$ cat src/rtl/key_step_debouncer.sv
// Conditions a bouncy active-low push-button and a serial-input switch into a
// one-cycle step pulse with the sampled input bit, a debounced level and a step count.
module key_step_debouncer #(
  parameter int DEBOUNCE_CYCLES = 500000,
  parameter int CNT_W           = 19,
  parameter int COUNT_W         = 8
) (
  input  logic               clock,
  input  logic               reset,
  input  logic               key_n,
  input  logic               sw_in,
  output logic               step,
  output logic               w_out,
  output logic               pressed,
  output logic [COUNT_W-1:0] step_count
);

  typedef enum logic [1:0] {
    IDLE         = 2'd0,
    PRESS_WAIT   = 2'd1,
    HELD         = 2'd2,
    RELEASE_WAIT = 2'd3
  } state_t;

  localparam logic [CNT_W-1:0] CNT_MAX = CNT_W'(DEBOUNCE_CYCLES - 1);

  state_t             state_q, state_d;
  logic [CNT_W-1:0]   cnt_q, cnt_d;
  logic               key_meta_q, key_s_q;
  logic               sw_meta_q, sw_s_q;
  logic               step_q, step_d;
  logic               w_q, w_d;
  logic               pressed_q, pressed_d;
  logic [COUNT_W-1:0] count_q, count_d;

  // Synchronizers reset to the released / zero levels so a held key after reset still needs a full interval.
  always_ff @(posedge clock) begin
    if (!reset) begin
      key_meta_q <= 1'b1;
      key_s_q    <= 1'b1;
      sw_meta_q  <= 1'b0;
      sw_s_q     <= 1'b0;
    end else begin
      key_meta_q <= key_n;
      key_s_q    <= key_meta_q;
      sw_meta_q  <= sw_in;
      sw_s_q     <= sw_meta_q;
    end
  end

  always_ff @(posedge clock) begin
    if (!reset) begin
      state_q   <= IDLE;
      cnt_q     <= '0;
      step_q    <= 1'b0;
      w_q       <= 1'b0;
      pressed_q <= 1'b0;
      count_q   <= '0;
    end else begin
      state_q   <= state_d;
      cnt_q     <= cnt_d;
      step_q    <= step_d;
      w_q       <= w_d;
      pressed_q <= pressed_d;
      count_q   <= count_d;
    end
  end

  always_comb begin
    state_d = state_q;
    cnt_d   = cnt_q;
    step_d  = 1'b0;
    w_d     = w_q;
    count_d = count_q;
    case (state_q)
      IDLE: begin
        cnt_d = '0;
        if (!key_s_q) state_d = PRESS_WAIT;
      end
      PRESS_WAIT: begin
        if (key_s_q) begin
          state_d = IDLE;
          cnt_d   = '0;
        end else if (cnt_q == CNT_MAX) begin
          state_d = HELD;
          cnt_d   = '0;
          step_d  = 1'b1;
          w_d     = sw_s_q;
          count_d = count_q + COUNT_W'(1);
        end else begin
          cnt_d = cnt_q + CNT_W'(1);
        end
      end
      HELD: begin
        cnt_d = '0;
        if (key_s_q) state_d = RELEASE_WAIT;
      end
      RELEASE_WAIT: begin
        if (!key_s_q) begin
          state_d = HELD;
          cnt_d   = '0;
        end else if (cnt_q == CNT_MAX) begin
          state_d = IDLE;
          cnt_d   = '0;
        end else begin
          cnt_d = cnt_q + CNT_W'(1);
        end
      end
      default: begin
        state_d = IDLE;
        cnt_d   = '0;
      end
    endcase
    // Registered from the next state so the level never glitches on a decode.
    pressed_d = (state_d == HELD) || (state_d == RELEASE_WAIT);
  end

  assign step       = step_q;
  assign w_out      = w_q;
  assign pressed    = pressed_q;
  assign step_count = count_q;

endmodule
$ cat config.mk
export PLATFORM = sky130hd
export DESIGN_NAME = key_step_debouncer
export DESIGN_NICKNAME = d
export VERILOG_FILES = /design/src/rtl/key_step_debouncer.sv
export SDC_FILE = /design/constraint.sdc
export NUM_CORES = 1
export LEC_CHECK = 0
export ABC_AREA = 1
export ABC_CLOCK_PERIOD_IN_PS = 3000
export CAP_MARGIN = 20
export CELL_PAD_IN_SITES_DETAIL_PLACEMENT = 0
export CELL_PAD_IN_SITES_GLOBAL_PLACEMENT = 1
export CORE_ASPECT_RATIO = 0.6
export CORE_MARGIN = 1.5
export CORE_UTILIZATION = 44
export CTS_CLUSTER_DIAMETER = 30
export DETAILED_ROUTE_END_ITERATION = 16
export MAX_ROUTING_LAYER = met4
export PLACE_DENSITY = 0.91
export SLEW_MARGIN = 20
export SYNTH_ARGS = -nofsm -noshare
export SYNTH_HDL_FRONTEND = slang
export SYNTH_SLANG_ARGS = --single-unit
$ cat constraint.sdc
create_clock -name clock -period 3 [get_ports clock]
set_input_delay 0.9 -clock clock [delete_from_list [all_inputs] [get_ports clock]]
set_output_delay 0.9 -clock clock [all_outputs]
set_load 0.005 [all_outputs]
Yosys cells after proc, flatten, opt, wreduce, memory -nomap -nowiden
Index checks and enable logic that the tools add are counted.
{"block": "totals", "inputBits": 4, "reg_bits": 36, "output_inout_bits": 11, "elab_cells": 38}
{"block": "classes", "bitwise": 3, "muxes": 12, "n_reduce_logical": 5, "eq_ne": 6, "add_sub_neg": 2}
{"op": "two-way mux 19 bit", "n": 3}
{"op": "one-hot mux 19 bit (3 select lines)", "n": 1}
{"op": "adder 19 x 1 -> 19 bit, second input constant", "n": 1}
{"op": "== test 19 bit, second input constant", "n": 1}
{"op": "two-way mux 2 bit", "n": 6}
{"op": "adder 8 x 1 -> 8 bit, second input constant", "n": 1}
{"op": "== test 2 bit, second input constant", "n": 4}
{"op": "one-hot mux 2 bit (4 select lines)", "n": 1}
{"op": "NOT 1 bit", "n": 3}
{"op": "AND reduction 3 bit", "n": 1}
{"op": "OR reduction 3 bit", "n": 1}
{"op": "== test 2 x 1 -> 1 bit, second input constant", "n": 1}
{"op": "logical NOT 2 bit", "n": 1}
{"op": "OR reduction 2 bit", "n": 1}
{"op": "logical OR 1 bit", "n": 1}
{"op": "two-way mux 1 bit", "n": 1}

Depth between registers and ports, before layout
Gate-level depths: netlist (run 1).
{"block": "depth", "ltp_word": 6, "mapped_depth": 10, "depth_no_buf": 10}

Worst setup path before layout (run 1)
Ideal clock, no wire load.
{"block": "synth_path", "kind": "in2reg", "start": "in reset", "end": "reg cnt_q[18]", "path_slack_ps": 1450, "setup_time_ps": 64, "cell_stages": 5, "required_ps": 2936, "n_path_buf": 1, "t_arrival_ps": 1486, "cell_sequence": "nand2_1 > nor3_4 > inv_2 > buf_6 > nor2_1"}
{"element": "start: declaration", "line_no": "9", "text": "input logic reset,"}
{"element": "end signal: assignment", "line_no": "61", "text": "cnt_q <= cnt_d;"}
{"element": "end: declaration", "line_no": "28", "text": "logic [CNT_W-1:0] cnt_q, cnt_d;"}

Worst setup path after layout (run 1)
{"block": "layout_path", "start": "reg count_q[0], in the netlist step_count[0]", "end": "out step_count[0]"}
{"element": "start: declaration", "line_no": "34", "text": "logic [COUNT_W-1:0] count_q, count_d;"}
{"element": "start signal: assignment", "line_no": "65", "text": "count_q <= count_d;"}
{"element": "end: declaration", "line_no": "15", "text": "output logic [COUNT_W-1:0] step_count"}
No word-level cell between the ends.

==> results of run 1 <==
flip-flops by register name, summed over array words and instances, names as in the netlist:
register    flops
w_out           1
sw_s_q          1
sw_meta_q       1
key_meta_q      1
state_q         2
step            1
key_s_q         1
cnt_q          19
step_count      8
kinds of logic after synthesis:
family,after synthesis,synth area share [%]
DFF,35,39.8
adders and majority gates,2,1.42
AOI/OAI and AO/OA,5,1.42
and+or+nand+nor,147,39.3
xor gates and xnor gates,14,6.97
buffers and inverters,46,11.1
per-layer routing:
metal	GRT usage (%)	part of all wire [%]
met5	-	0
met2	23.8	36
met4	8.60	1.9
met1	28.2	55
met3	6.67	7.4
power by group:
| part | internal [mW] | switching (mW) | total [mW] |
|---|---|---|---|
| logic | 0.00758 | 0.00762 | 0.0152 |
| clock network | 0.247 | 0.177 | 0.424 |
| registers | 0.467 | 0.00139 | 0.469 |
| total | 0.722 | 0.186 | 0.908 |
final cells by class:
type | count | area [µm²] | area share (%)
Clock buffer | 5 | 68.8 | 3.36
Sequential cell | 35 | 701 | 34.2
Tap cell | 47 | 58.8 | 2.87
Timing Repair Buffer | 16 | 155 | 7.57
Multi-Input combinational cell | 168 | 865 | 42.2
Clock inverter | 3 | 43.8 | 2.14
Inverter | 42 | 158 | 7.69
layout by cell type, fill, tap and decap left out, drive strengths merged:
master | synthesis | layout
a21oi | 2 | 2
and2 | 1 | 1
buf | 3 | 2
bufinv | 0 | 1
clkbuf | 1 | 5
clkdlybuf4s50 | 0 | 14
clkinv | 0 | 2
dfxtp | 35 | 35
ha | 2 | 2
inv | 42 | 42
nand2 | 56 | 56
nand3 | 18 | 18
nand3b | 1 | 1
nand4 | 7 | 7
nor2 | 51 | 51
nor3 | 11 | 11
o21ai | 3 | 3
or2 | 2 | 2
xnor2 | 3 | 3
xor2 | 11 | 11
synth_stat cells, drive strengths merged:
master and count:
ha 2, nand3b 1, buf 3, and2 1, a21oi 2, o21ai 3, nand4 7, nor2 51
nand3 18, clkbuf 1, nor3 11, dfxtp 35, inv 42, xnor2 3, nand2 56, xor2 11
or2 2
final timing paths:
check / start / to / slack, ns / depth (start not counted)
min: key_meta_q / key_s_q / 0.42 / 1
max: step_count[0] / step_count[0] / 0.86 / 1
max reg2reg: cnt_q[0] / step_count[0] / 1.21 / 10
min reg2reg: key_meta_q / key_s_q / 0.42 / 1
==> results_dict.tcl, run 1 <==
set metrics [dict create \
    dr.pass1.iters 4 \
    syn_area_per_cell_um2 7.07 \
    hold_viol 0 \
    stdcell_count 316 \
    clkTransAtPathRegs_ns 0.07 \
    overflow 0 \
    ys_top_cells_by_area "dfxtp_1, nand2_1, nor2_1" \
    worst_setup_path_end_kind "primary output" \
    critPathSlowestCell "clkdlybuf4s50_1" \
    powerDensity_nw_per_um2 443 \
    ir_drop_uv 231 \
    die_w_um 84.7 \
    ios 15 \
    worst_slack_ns 0.859 \
    fin_crit_sh_pct 71.4 \
    diodes 0 \
    finalCriticalPeriod_ns 2.14 \
    leakagePower_nw 0.807 \
    hpwlAfterDp_mm 2.79 \
    post_cts_resized 0 \
    antenna_found_initial 0 \
    maxSlewViolCount 0 \
    max_freq_mhz 467 \
    die_h_um 52.0 \
    cts_made_buffers 5 \
    fp.coreArea_um2 3740 \
    die-area_um2 4400 \
    h-tree-depth 2 \
    min_path_type "reg2reg" \
    num_vias 1502 \
    crit_arrival_ns 1.24 \
    syn_inst 249 \
    status "completed" \
    syn-cell-area_um2 1760 \
    crit_fanout 5 \
    synth_top_area_cell "dfxtp_1" \
    required_ns 2.10 \
    ant_nets 0 \
    grt_max_degree 18 \
    crit_type "reg2out" \
    pre_cts_slack_ns 0.623 \
    num-fill-cells 371 \
    via_per_inst 4.75 \
    wire_per_inst_um 11.7 \
    synth-seq-cells 35 \
    path_cells "clkdlybuf4s50_1" \
    dp_cells 308 \
    setup-violations-final 0 \
    root_buffer "clkbuf_8" \
    start_kind "register" \
    start_util_pct 47.0 \
    port_buffers 14 \
    cp_num_buf_inv 1 \
    yosys_warnings 0 \
    yosysUniqueCellTypes 25 \
    post-route-util_pct 54.7 \
    dpl_cell_area_um2 1940 \
    yosysTopAreaCellShare_pct 39.8 \
    whs_ns 0.421 \
    cap_violations 0 \
    holdBufCountCts 0 \
    cts_setup_buffers 0 \
    cts_num_sinks 35 \
    cts_tree "done" \
    num_rows 17 \
    clockBufferDepth 2 \
    place_congestion 0.874 \
    syn_nets 255 \
    max_stage_delay_ns 0.54 \
    grtUsageTotal_pct 19.5 \
    fin_worst_skew_ns 0.00786 \
    slew_headroom_pct 75.1 \
    final_area_um2 2050 \
    critPathTopFamily "buffers and inverters" \
    grt_pass1_vias 1299 \
    drt_iter0_drc 104 \
    drive_gt1_share_pct 11.2 \
    power_uw 908 \
    syn_to_final_growth_pct 16.4 \
    routed_wl_mm 3.69 \
    final_nets 274 \
    remaining_drc_errors 0 \
    max_slew.worst_pin.slew_ns 0.370 \
    synth-seq-area-share_pct 39.8 \
    grt_pass1_wl_mm 6.22 \
    setup_tns_ns 0 \
    rsz0062_at_grt "no" \
    clkLatencyLatePin_ns 0.29 \
]
No activity file was read; power rests on OpenSTA's default activity.
==> run 2: changes to the inputs <==
Settings changed: ABC_CLOCK_PERIOD_IN_PS 3000 to 1700, CORE_UTILIZATION 44 to 37, PLACE_DENSITY 0.91 to 0.82.
Clock period 3 ns to 1.7 ns, I/O delays scaled along.
==> run 2 against run 1 <==
Effect of this change:
- die area is 18% higher
- sequential share of layout area decreased by 1.3 points
- core utilization decreased by 6.9 points
- critical endpoint is now step_count[1]
- clock power grew 79%
- non-clock buffer count is 8 higher
- highest routed layer unchanged
- global-route usage is 2.9 points lower
- critical path depth did not move
- via count up 3.5%
- worst hold slack got worse by 0.0052 ns
==> results_dict.tcl, run 2 (synthesis gave the netlist of run 1 again) <==
set metrics [dict create \
    drt_iter0_drc 72 \
    wire_per_inst_um 11.6 \
    crit_arrival_ns 1.14 \
    top_register "cnt_q" \
    fin_worst_skew_ns 0.00827 \
    fp.coreArea_um2 4560 \
    post-route-util_pct 47.9 \
    multi_input_area_um2 887 \
    final_nets 282 \
    crit_fanout 3 \
    max_slew.worst_pin.slew_ns 0.421 \
    cts_tree "done" \
    rsz0062_at_grt "yes" \
    clkLatencyLatePin_ns 0.29 \
    cp_num_buf_inv 1 \
    ant_nets 0 \
    start_util_pct 38.6 \
    cts_made_buffers 5 \
    dr.pass1.iters 4 \
    required_ns 1.19 \
    mostFrequentLayoutCells "nand2_1, nor2_1, inv_1, dfxtp_1, nand3_1" \
    leakagePower_nw 0.910 \
    powerDensity_nw_per_um2 737 \
    critPathSlowestCell "clkdlybuf4s50_1" \
    final_area_um2 2190 \
    maxSlewViolCount 0 \
    clockBufferDepth 2 \
    layout_commonest_cell "nand2_1" \
    crit_type "reg2out" \
    via_per_inst 4.57 \
    pre_cts_slack_ns 0.00652 \
    slew_headroom_pct 71.7 \
    overflow 0 \
    grt_max_degree 18 \
    remaining_drc_errors 0 \
    finalCriticalPeriod_ns 1.65 \
    grt_pass1_wl_mm 6.30 \
    ir_drop_uv 422 \
    max_freq_mhz 608 \
    path_cells "clkdlybuf4s50_1" \
    syn_to_final_growth_pct 24.2 \
    grt_pass1_vias 1303 \
    worst_slack_ns 0.0547 \
    clkTransAtPathRegs_ns 0.08 \
    critPathTopFamily "buffers and inverters" \
    num-fill-cells 493 \
    die-area_um2 5190 \
    root_buffer "clkbuf_8" \
    hold_viol 0 \
    num_rows 19 \
    register_area_um2 719 \
    cts_num_sinks 35 \
    die_w_um 92.1 \
    grtUsageTotal_pct 16.7 \
    num_vias 1554 \
    hpwlAfterDp_mm 2.83 \
    h-tree-depth 2 \
    start_kind "register" \
    diodes 0 \
    routed_wl_mm 3.93 \
    antenna_found_initial 0 \
    cap_violations 0 \
    ios 15 \
    min_path_type "reg2reg" \
    fin_crit_sh_pct 96.8 \
    max_stage_delay_ns 0.49 \
    largest_reg_flops 19 \
    die_h_um 56.4 \
    place_congestion 0.847 \
    worst_setup_path_end_kind "primary output" \
    dpl_cell_area_um2 1990 \
    port_buffers 14 \
    drive_gt1_share_pct 17.7 \
    setup-violations-final 0 \
    status "completed" \
]
[run 2: changes by cell type in the layout (fill, tap and decap cells not counted), sizes merged]
| cell | delta |
|---|---|
| buf | +8 |
| dlymetal6s2s | +3 |
| clkdlybuf4s50 | -3 |
| inv | -1 |
| clkinv | +1 |
[run 2: report_power, final]
group / switching, mW / internal, mW / total (mW)
combinational: 0.0149 / 0.0151 / 0.0300
sequential: 0.00231 / 0.819 / 0.822
clock: 0.323 / 0.437 / 0.760
[run 2: repair_timing]
| action | in CTS | in global routing |
|---|---|---|
| pin swaps | 0 | 2 |
| endpoints found under the setup margin | 5 | 34 |
| gates resized for setup | 5 | 17 |
| hold buffers | 0 | 0 |
| buffers inserted | 0 | 4 |
[run 2: path summary, 6_finish.rpt]
| path | start | end | slack [ns] | depth (start not counted) |
|---|---|---|---|---|
| max reg2reg | cnt_q[1] | step_count[4] | 0.12 | 10 |
| max | step_count[1] | step_count[1] | 0.05 | 1 |
| min | sw_meta_q | sw_s_q | 0.42 | 2 |
| min reg2reg | sw_meta_q | sw_s_q | 0.42 | 2 |
[run 2: layout make-up]
| cell class | instances | area share (%) |
|---|---|---|
| Clock buffer | 5 | 3.15 |
| Clock inverter | 3 | 2.00 |
| Inverter | 42 | 7.38 |
| Multi-Input combinational cell | 168 | 40.6 |
| Sequential cell | 35 | 32.9 |
| Tap cell | 63 | 3.61 |
| Timing Repair Buffer | 24 | 10.4 |
[run 2: metal layers]
layer / wire length [µm] / global-route usage (%) / vias to the layer above
met1: 2150 / 26.3 / 687
met5: 0 / - / -
met3: 310 / 4.47 / 4
met2: 1420 / 18.4 / 48
li1: - / - / 815
met4: 46 / 7.25 / 0
[run 2: stage by stage]
step	TNS, ns	hold WS [ns]	total power, mW	instances
2_1_floorplan	0	0.390	0.860	249
3_3_place_gp	0	0.400	0.876	328
3_5_place_dp	0	0.398	0.875	328
4_1_cts	0	0.416	1.64	336
5_1_grt	-0.0219	0.445	1.68	340
6_report	0	0.416	1.61	340
